--- src/rtl/ascon_pack.sv ---
// Shared types and round constants for the Ascon decryption controller.
package ascon_pack;

    typedef enum logic [3:0] {
        S_IDLE       = 4'd0,
        S_INIT       = 4'd1,
        S_WAIT_AD    = 4'd2,
        S_AD         = 4'd3,
        S_WAIT_CT    = 4'd4,
        S_CT         = 4'd5,
        S_WAIT_FINAL = 4'd6,
        S_FINAL      = 4'd7,
        S_CHECK      = 4'd8,
        S_DONE       = 4'd9
    } dec_state_t;

    localparam logic [3:0] ROUND_P12_START = 4'd0;
    localparam logic [3:0] ROUND_P6_START  = 4'd6;
    localparam logic [3:0] ROUND_LAST      = 4'd11;

    function automatic logic is_perm(dec_state_t s);
        return (s == S_INIT) || (s == S_AD) || (s == S_CT) || (s == S_FINAL);
    endfunction

endpackage

--- src/rtl/round_counter.sv ---
// 4-bit permutation round counter with synchronous load and increment.
module round_counter (
    input  logic       clock_i,
    input  logic       resetb_i,
    input  logic       load_i,
    input  logic [3:0] load_val_i,
    input  logic       en_i,
    output logic [3:0] count_o
);

    logic [3:0] count_q, count_d;

    always_comb begin
        count_d = count_q;
        if (load_i)
            count_d = load_val_i;
        else if (en_i)
            count_d = count_q + 4'd1;
    end

    always_ff @(posedge clock_i or negedge resetb_i) begin
        if (!resetb_i) count_q <= 4'd0;
        else           count_q <= count_d;
    end

    assign count_o = count_q;

endmodule

--- src/rtl/ascon_dec_fsm.sv ---
// Ascon decryption control: sequences init, AD, ciphertext and final
// permutations, drives datapath strobes and reports tag verification.
module ascon_dec_fsm
    import ascon_pack::*;
#(
    parameter int NB_CT_P6 = 2
) (
    input  logic       clock_i,
    input  logic       resetb_i,
    input  logic       start_i,
    input  logic       data_valid_i,
    input  logic       tag_match_i,
    output logic [3:0] round_o,
    output logic       en_reg_state_o,
    output logic       sel_init_o,
    output logic       input_mode_o,
    output logic       en_xor_key_o,
    output logic       en_xor_key_final_o,
    output logic       en_xor_data_o,
    output logic       en_xor_lsb_o,
    output logic       en_replace_data_o,
    output logic       en_plain_o,
    output logic       en_tag_o,
    output logic       plain_valid_o,
    output logic       busy_o,
    output logic       end_o,
    output logic       auth_ok_o,
    output logic       auth_fail_o
);

    localparam logic [3:0] NB_L = 4'(NB_CT_P6);

    dec_state_t state_q, state_d;
    logic [3:0] blk_cnt_q, blk_cnt_d;
    logic       auth_ok_q, auth_ok_d;
    logic       auth_fail_q, auth_fail_d;
    logic       plain_valid_q, plain_valid_d;
    logic       cnt_load, cnt_en, first_rnd, last_rnd;
    logic [3:0] cnt_load_val;

    round_counter u_round_counter (
        .clock_i    (clock_i),
        .resetb_i   (resetb_i),
        .load_i     (cnt_load),
        .load_val_i (cnt_load_val),
        .en_i       (cnt_en),
        .count_o    (round_o)
    );

    assign last_rnd  = (round_o == ROUND_LAST);
    assign first_rnd = (round_o == ROUND_P12_START);

    always_ff @(posedge clock_i or negedge resetb_i) begin
        if (!resetb_i) begin
            state_q       <= S_IDLE;
            blk_cnt_q     <= 4'd0;
            auth_ok_q     <= 1'b0;
            auth_fail_q   <= 1'b0;
            plain_valid_q <= 1'b0;
        end else begin
            state_q       <= state_d;
            blk_cnt_q     <= blk_cnt_d;
            auth_ok_q     <= auth_ok_d;
            auth_fail_q   <= auth_fail_d;
            plain_valid_q <= plain_valid_d;
        end
    end

    always_comb begin
        state_d     = state_q;
        blk_cnt_d   = blk_cnt_q;
        auth_ok_d   = auth_ok_q;
        auth_fail_d = auth_fail_q;
        case (state_q)
            S_IDLE: if (start_i) begin
                state_d     = S_INIT;
                blk_cnt_d   = 4'd0;
                auth_ok_d   = 1'b0;
                auth_fail_d = 1'b0;
            end
            S_INIT:       if (last_rnd) state_d = S_WAIT_AD;
            S_WAIT_AD:    if (data_valid_i) state_d = S_AD;
            S_AD:         if (last_rnd) state_d = S_WAIT_CT;
            S_WAIT_CT:    if (data_valid_i) state_d = S_CT;
            S_CT: if (last_rnd) begin
                blk_cnt_d = blk_cnt_q + 4'd1;
                state_d   = (blk_cnt_d == NB_L) ? S_WAIT_FINAL : S_WAIT_CT;
            end
            S_WAIT_FINAL: if (data_valid_i) state_d = S_FINAL;
            S_FINAL:      if (last_rnd) state_d = S_CHECK;
            S_CHECK: begin
                auth_ok_d   = tag_match_i;
                auth_fail_d = !tag_match_i;
                state_d     = S_DONE;
            end
            S_DONE:       state_d = S_IDLE;
            default:      state_d = S_IDLE;
        endcase
    end

    // The counter reloads on entry to a permutation; the reload wins over increment.
    always_comb begin
        cnt_load     = (state_d != state_q) && is_perm(state_d);
        cnt_load_val = ((state_d == S_INIT) || (state_d == S_FINAL)) ? ROUND_P12_START
                                                                     : ROUND_P6_START;
        cnt_en       = is_perm(state_q);
    end

    always_comb begin
        en_reg_state_o     = 1'b0;
        sel_init_o         = 1'b0;
        input_mode_o       = 1'b1;
        busy_o             = 1'b1;
        en_xor_key_o       = 1'b0;
        en_xor_key_final_o = 1'b0;
        en_xor_data_o      = 1'b0;
        en_xor_lsb_o       = 1'b0;
        en_replace_data_o  = 1'b0;
        en_plain_o         = 1'b0;
        en_tag_o           = 1'b0;
        end_o              = 1'b0;
        case (state_q)
            S_IDLE: begin
                input_mode_o = 1'b0;
                busy_o       = 1'b0;
            end
            S_INIT: begin
                en_reg_state_o = 1'b1;
                sel_init_o     = first_rnd;
                input_mode_o   = !first_rnd;
                en_xor_key_o   = last_rnd;
            end
            S_AD: begin
                en_reg_state_o = 1'b1;
                en_xor_data_o  = (round_o == ROUND_P6_START);
                en_xor_lsb_o   = last_rnd;
            end
            S_CT: begin
                en_reg_state_o    = 1'b1;
                en_plain_o        = (round_o == ROUND_P6_START);
                en_replace_data_o = (round_o == ROUND_P6_START);
            end
            S_FINAL: begin
                en_reg_state_o     = 1'b1;
                en_plain_o         = first_rnd;
                en_replace_data_o  = first_rnd;
                en_xor_key_final_o = first_rnd;
                en_xor_key_o       = last_rnd;
                en_tag_o           = last_rnd;
            end
            S_WAIT_AD, S_WAIT_CT, S_WAIT_FINAL, S_CHECK: ;
            S_DONE:  end_o = 1'b1;
            default: begin
                input_mode_o = 1'b0;
                busy_o       = 1'b0;
            end
        endcase
    end

    assign plain_valid_d = en_plain_o;
    assign plain_valid_o = plain_valid_q;
    assign auth_ok_o     = auth_ok_q;
    assign auth_fail_o   = auth_fail_q;

endmodule
--- config.mk ---
export PLATFORM = sky130hd
export DESIGN_NAME = ascon_dec_fsm
export DESIGN_NICKNAME = d
export VERILOG_FILES = /design/src/rtl/ascon_pack.sv /design/src/rtl/round_counter.sv /design/src/rtl/ascon_dec_fsm.sv
export SDC_FILE = /design/constraint.sdc
export NUM_CORES = 1
export LEC_CHECK = 0
export BUFFER_PORTS_ARGS = -buffer_cell sky130_fd_sc_hd__buf_2
export CAP_MARGIN = 20
export CORE_ASPECT_RATIO = 0.75
export CORE_MARGIN = 10
export CORE_UTILIZATION = 50
export CTS_CLUSTER_DIAMETER = 50
export DETAILED_ROUTE_END_ITERATION = 10
export PLACE_DENSITY = 0.78
export REMOVE_ABC_BUFFERS = 1
export SYNTH_ARGS = -nofsm -noshare
export SYNTH_HDL_FRONTEND = slang
export SYNTH_SLANG_ARGS = --single-unit
--- constraint.sdc ---
create_clock -name clock_i -period 4.52 [get_ports clock_i]
set_input_delay 0.452 -clock clock_i [delete_from_list [all_inputs] [get_ports clock_i]]
set_output_delay 0.452 -clock clock_i [all_outputs]
set_load 0.02 [all_outputs]
==> impl_results.md, run 1 <==
* Critical path capture point type: primary output
* Final period util at between 50% and 60%
* Clock-pin slew on the worst setup and hold paths at about 80 ps
* RSZ-0062 raised after global routing: false
* Switch share at about half
* Worst slew pin tran at about 500 ps
* Total track usage at a little over a tenth
* Worst vdd ir at between 0.3 and 0.4 mV
* Drt drc at 0
* Reg power frac at 39.0%
* Std cell rows at 13
* Share of cells above drive strength 1 at about 24%
* Wirelength, routed at 2.26 mm
* Reg2Reg Setup Slack at approximately 2800 ps
* Switch Pwr at between 0.3 and 0.4 mW
* Synth warnings at 0
* Crit path time final at 2280 ps
* GPL Wtd Cong at approximately 0.82
* Mapped cell area at 987 um2
* Endpoints failing hold at 0
* I/O pins at 24
* Clk Latency, worst-skew pair at 280 ps
* Most common cell after layout, fill and taps aside: buf_2
* Drt first-iter violations at 37
* Die H at just under 60 um
* Leakage power total at 0.535 nW
* Post-synth EDFFs at 0
* Worst Setup Path Type: reg2out
* Clk pwr share at approximately a tenth
* DIE AREA at approximately 4200 um2
* Fraction of registers with async set/reset at between 90% and 100%
* Avg Synthesized Cell Area at around 8.7 um2
* Area added between synthesis and finish at 13.7%
* Netlist cell types at 37
* Critical Path Start Type: register
* Hold Crit Class: in2async
* Max Slew Vio Count at 0
* Clk sinks at 15
* Vias in the first global route at a little over 800
* CTS Root Cell: clkbuf_4
* Vias per Instance at 5.73
* Final Util at ~62%
* Comb power frac at roughly 51%
* Die width at ~71 um
* Critical Path AT at about 1800 ps
* Setup TNS at 0 ps
* Cts hold-fix bufs at 0
* Fill count at 169
* Final ANT Viol Nets at 0
* Status: finished clean
* Initial antenna violation count at 0
* Relative slew slack at about two thirds
* Drt pass-1 iters at 6
* Worst Skew at 3.29 ps
* F_max at approximately 440 MHz
* Main synth FF type: dfrtp_1
* Post-CTS setup buffers at 0
* Max-Cap Viols at 0
* H-Tree Depth at 1
* Final HPWL DP at around 1.8 mm
* Synth Instances at approximately 110
* Commonest non-fill, non-tap cells in the layout: 23 x buf_2, 15 x dfrtp_1, 10 x o21ai_0, 8 x nor2_1
* Worst Reg-to-Reg Cells at 5
* Port Buffers at 23
* CTS max path bufs at 2
* GRT overflow at 0
* Setup violators final at 0
* Reg-to-Reg Start: u_round_counter.count_o[0]
* CORE AREA at about 1800 um2
* CTS tree: done
* Flops & latches, synth at 15
* Via Count at between 800 and 900
* Pint at between 0.3 and 0.4 mW
* Antenna cells at 0
* Sequential share of the synthesized area at 38.0%
* PostCTS Resize Cnt at 0
* Power Density at around 630 nW/um2
* Reg2reg end: blk_cnt_q[3]
* DR WL/cell at roughly 15 um
* Max Fanout on Critical Path at 5
* Largest net degree at the start of global routing at 19
* First-pass GRT wire length at around 3.8 mm
* Initial Utilization at a little over half
* Final net count at between 100 and 150
* Total CTS buffers at 3
* WP data required at 4070 ps
critical path, cell delays in order, from the launching register on:
cell     delay, ps
dfrtp_1        440
inv_1          100
ha_1           150
nand2_1         60
nor2_1          90
a31oi_1         50
nor4b_1        400
buf_2          250
cell families (layout without fill, tap and decap cells):
logic type	count (synthesis)	count (layout)	synth area share, %
simple gates	46	46	27.4
buf+inv	14	34	6.08
mux	2	2	2.03
fa+ha+maj	5	5	6.34
flops	15	15	38.0
compound gates	27	27	16.6
xor+xnor	4	4	3.55
cells in the mapped netlist, types with 3 or more instances:
cell type,instances,area share (%)
a21oi_1,4,2.0
a31oi_1,5,3.2
buf_2,3,1.5
clkbuf_1,3,1.1
dfrtp_1,15,38
ha_1,5,6.3
inv_1,7,2.7
nand2_1,7,2.7
nor2_1,8,3.0
nor2b_1,3,1.9
nor3_1,7,3.5
o21ai_0,10,5.1
area by class of cell:
type                    count  area (um2)  share of cell area (%)
clock buffers               4        26.3                    2.34
repair buffers             23         115                    10.3
flip-flops and latches     15         375                    33.4
inverters                   7        26.3                    2.34
well taps                  22        27.5                    2.45
multi-input cells          84         552                    49.2
metal layers:
layer  share of wire (%)  global-route usage, %  vias up
met4                0.31                   1.65        0
li1                    -                      -      442
met5                   0                      0        -
met2                  47                   18.1       23
met1                  45                   13.0      421
met3                 8.5                   5.03        2
state kept, by name (all words and copies together), names as in the netlist:
name	count
state_q	4
auth_fail_o	1
u_round_counter.count_o	4
plain_valid_o	1
auth_ok_o	1
blk_cnt_q	4
worst max path at each step:
| stage | start | end | depth (start not counted) |
|---|---|---|---|
| after floorplan | u_round_counter.count_o[0] | en_plain_o | 6 |
| after global placement | u_round_counter.count_o[0] | en_plain_o | 7 |
| after detailed placement | u_round_counter.count_o[0] | en_replace_data_o | 7 |
| after CTS | u_round_counter.count_o[0] | en_replace_data_o | 7 |
| after global routing | u_round_counter.count_o[0] | en_replace_data_o | 7 |
| final | u_round_counter.count_o[0] | en_replace_data_o | 7 |
power groups by stage:
stage	logic (mW)	clock network [mW]	registers, mW
after floorplan	0.241	0	0.280
after global placement	0.345	0	0.270
after detailed placement	0.356	0	0.276
after CTS	0.358	0.0768	0.272
after global routing	0.396	0.0838	0.288
final	0.355	0.0740	0.274
stage by stage:
stage	std cells	hold slack, ps	cell area (um2)	worst slack [ps]	power (mW)
finish	155	61.9	1120	2240	0.703
detailed placement	151	372	1100	2560	0.631
global route	155	67.6	1120	2020	0.768
global placement	151	373	1100	2620	0.615
floorplan	106	156	953	1750	0.521
CTS	155	71.4	1120	2240	0.707
(Power assumes the default switching activity.)
==> run 2: changes to the inputs <==
Clock period 4.52 ns to 2.35 ns, I/O delays scaled along.
==> run 2 against run 1 <==
Sequential share of layout area is 0.30 points lower. Global-route usage is the same. Via count is 0.56% lower. Largest power group unchanged. Combinational power grew 93%. First-iteration DRC count fell by 11%. Final area increased by 0.89%. Critical path depth did not move. Sequential cell count stayed put. Clock skew barely moved. Sequential power increased by 92%. Utilization grew 0.55 points. Register-to-register slack got worse by 2200 ps.
==> impl_results.md, run 2 (synthesis gave the netlist of run 1 again) <==
* Status: finished clean (unchanged)
* Via Count at 883 (was 888)
* Register Area at 375 um2 (unchanged)
* CTS tree: done (unchanged)
* Share of cells above drive strength 1 at 23.9% (was 24.1%)
* Hold slack at 129 ps (was 61.9 ps)
* Max-Cap Viols at 0 (unchanged)
* Non-filler cells, final at 156 (was 155)
* Slowest library cell on the worst path: dfrtp_1 (unchanged)
* Area added between synthesis and finish at 14.7% (was 13.7%)
* Reg2reg end: blk_cnt_q[3] (unchanged)
* Final HPWL DP at 1.79 mm (about the same)
* Max Slew Vio Count at 0 (unchanged)
* Final setup margin at 286 ps (was 2240 ps)
* RSZ-0062 raised after global routing: false (unchanged)
* Cts hold-fix bufs at 1 (was 0)
* Power Density at 1200 nW/um2 (was 626 nW/um2)
* Critical Path Start Type: register (unchanged)
* Final Util at 62.7% (was 62.2%)
* Most common cell after layout, fill and taps aside: buf_2 (unchanged)
* CTS Root Cell: clkbuf_4 (unchanged)
* Port Buffers at 23 (unchanged)
* Final ANT Viol Nets at 0 (unchanged)
* Worst slew pin tran at 501 ps (was 486 ps)
* Worst vdd ir at 0.673 mV (was 0.349 mV)
* Commonest non-fill, non-tap cells in the layout: 23 x buf_2, 15 x dfrtp_1, 10 x o21ai_0, 8 x nor2_1 (unchanged)
* I/O pins at 24 (unchanged)
* CORE AREA at 1810 um2 (unchanged)
* DIE AREA at 4170 um2 (unchanged)
* F_max at 485 MHz
* WHS Endpoint: auth_fail_o
* Post-CTS setup buffers at 0 (unchanged)
* CTS max path bufs at 2 (unchanged)
* Placed cells at 151 (unchanged)
* First-pass GRT wire length at 3.84 mm (was 3.83 mm)
* Total track usage at 11.0% (unchanged)
* Std cell rows at 13 (unchanged)
* Relative slew slack at 66.6% (was 67.6%)
* Hold Crit Class: in2reg (was in2async)
* Worst Reg-to-Reg Cells at 5 (unchanged)
* Drt drc at 0 (unchanged)
* Fill count at 169 (unchanged)
* Final period util at 87.8%
* Final net count at 145 (was 144)
* WP data required at 2120 ps (was 4070 ps)
* Max Fanout on Critical Path at 5 (unchanged)
* Largest net degree at the start of global routing at 19 (unchanged)
* Reg2Reg Setup Slack at 650 ps (was 2820 ps)
* Vias per Instance at 5.66 (was 5.73)
* Drt first-iter violations at 33 (was 37)
* Setup TNS at 0 ps (unchanged)
* Initial Utilization at 54.7% (unchanged)
* Worst Skew at 3.21 ps (was 3.29 ps)
* Setup WS pre-CTS at 602 ps (was 2560 ps)
* Clk sinks at 15 (unchanged)
* GRT overflow at 0 (unchanged)
* Clk Latency, worst-skew pair at 280 ps (about the same)
* DR WL/cell at 14.7 um (was 14.6 um)
* Endpoints failing hold at 0 (unchanged)
* Initial antenna violation count at 0 (unchanged)
* Total CTS buffers at 3 (unchanged)
* Die width at 71.3 um (unchanged)
* Clock-pin slew on the worst setup and hold paths at 80 ps (about the same)
* Worst Setup Path Type: reg2out (unchanged)
* CP peak stage delay at 440 ps (about the same)
* Crit path cell chain: inv_1 > ha_1 > nand2_1 > nor2_1 > a31oi_1 > nor4b_1 > buf_2 (unchanged)
* GPL Wtd Cong at 0.825 (unchanged)
* Critical path capture point type: primary output (unchanged)
* Wirelength, routed at 2.29 mm (was 2.26 mm)
* Critical Path AT at 1830 ps (about the same)
* Area taken by multi-input logic gates at 552 um2 (unchanged)
* Drt pass-1 iters at 4 (was 6)
* Crit path time final at just over 2000 ps
* Reg-to-Reg Start: u_round_counter.count_o[0] (unchanged)
* Worst Hold Depth at 2
* Antenna cells at 0 (unchanged)
* PostCTS Resize Cnt at 0 (unchanged)
* Min-delay src: tag_match_i
* Die H at 58.5 um (unchanged)
* Setup violators final at 0 (unchanged)
* Leakage power total at 0.539 nW (was 0.535 nW)
* H-Tree Depth at 1 (unchanged)
* Vias in the first global route at 822 (was 818)
==> run 2: cell count changes in the layout (fill, tap and decap cells not counted), sizes merged <==
cell         previous run  this run
dlygate4sd3             0         1
==> run 2: where the power goes <==
part           switching, mW  internal [mW]
registers              0.177          0.350
clock network         0.0765         0.0659
logic                  0.408          0.276
==> run 2: how the worst max path moves through the flow <==
stage | endpoint | from | cells past startpoint | slack [ps]
after floorplan | plain_valid_o | u_round_counter.count_o[0] | 6 | -240
after global placement | en_plain_o | u_round_counter.count_o[0] | 7 | 660
after detailed placement | en_replace_data_o | u_round_counter.count_o[0] | 7 | 600
after CTS | en_replace_data_o | u_round_counter.count_o[0] | 7 | 280
after global routing | en_replace_data_o | u_round_counter.count_o[0] | 7 | 60
final | en_replace_data_o | u_round_counter.count_o[0] | 7 | 290
==> run 2: final cells by class <==
class | instances | share of cell area [%]
multi-input combinational | 84 | 48.7
sequential | 15 | 33.1
timing repair buffer | 24 | 11.0
tap | 22 | 2.43
clock buffer | 4 | 2.32
inverter | 7 | 2.32
==> run 2: per-layer routing <==
metal  wire, um  vias up  global-route usage, %
met3        200        2                   5.03
li1           -      444                      -
met1       1030      416                   12.9
met5          0        -                      0
met2       1050       21                   18.2
met4          7        0                   1.65
==> run 2: worst max-delay path: cells and delay by family, from the launching register on <==
kind / cells / cell delay [ps]
adders and majority gates: 1 / 150
AOI/OAI and AO/OA: 1 / 50
and+or+nand+nor: 3 / 550
DFF: 1 / 440
buffers and inverters: 2 / 350
==> run 2: metrics by stage <==
stage                     cell area, um2  total power, mW
after floorplan                      953             1.00
after global placement              1100             1.18
after detailed placement            1100             1.21
after CTS                           1130             1.36
after global routing                1130             1.48
final                               1130             1.35
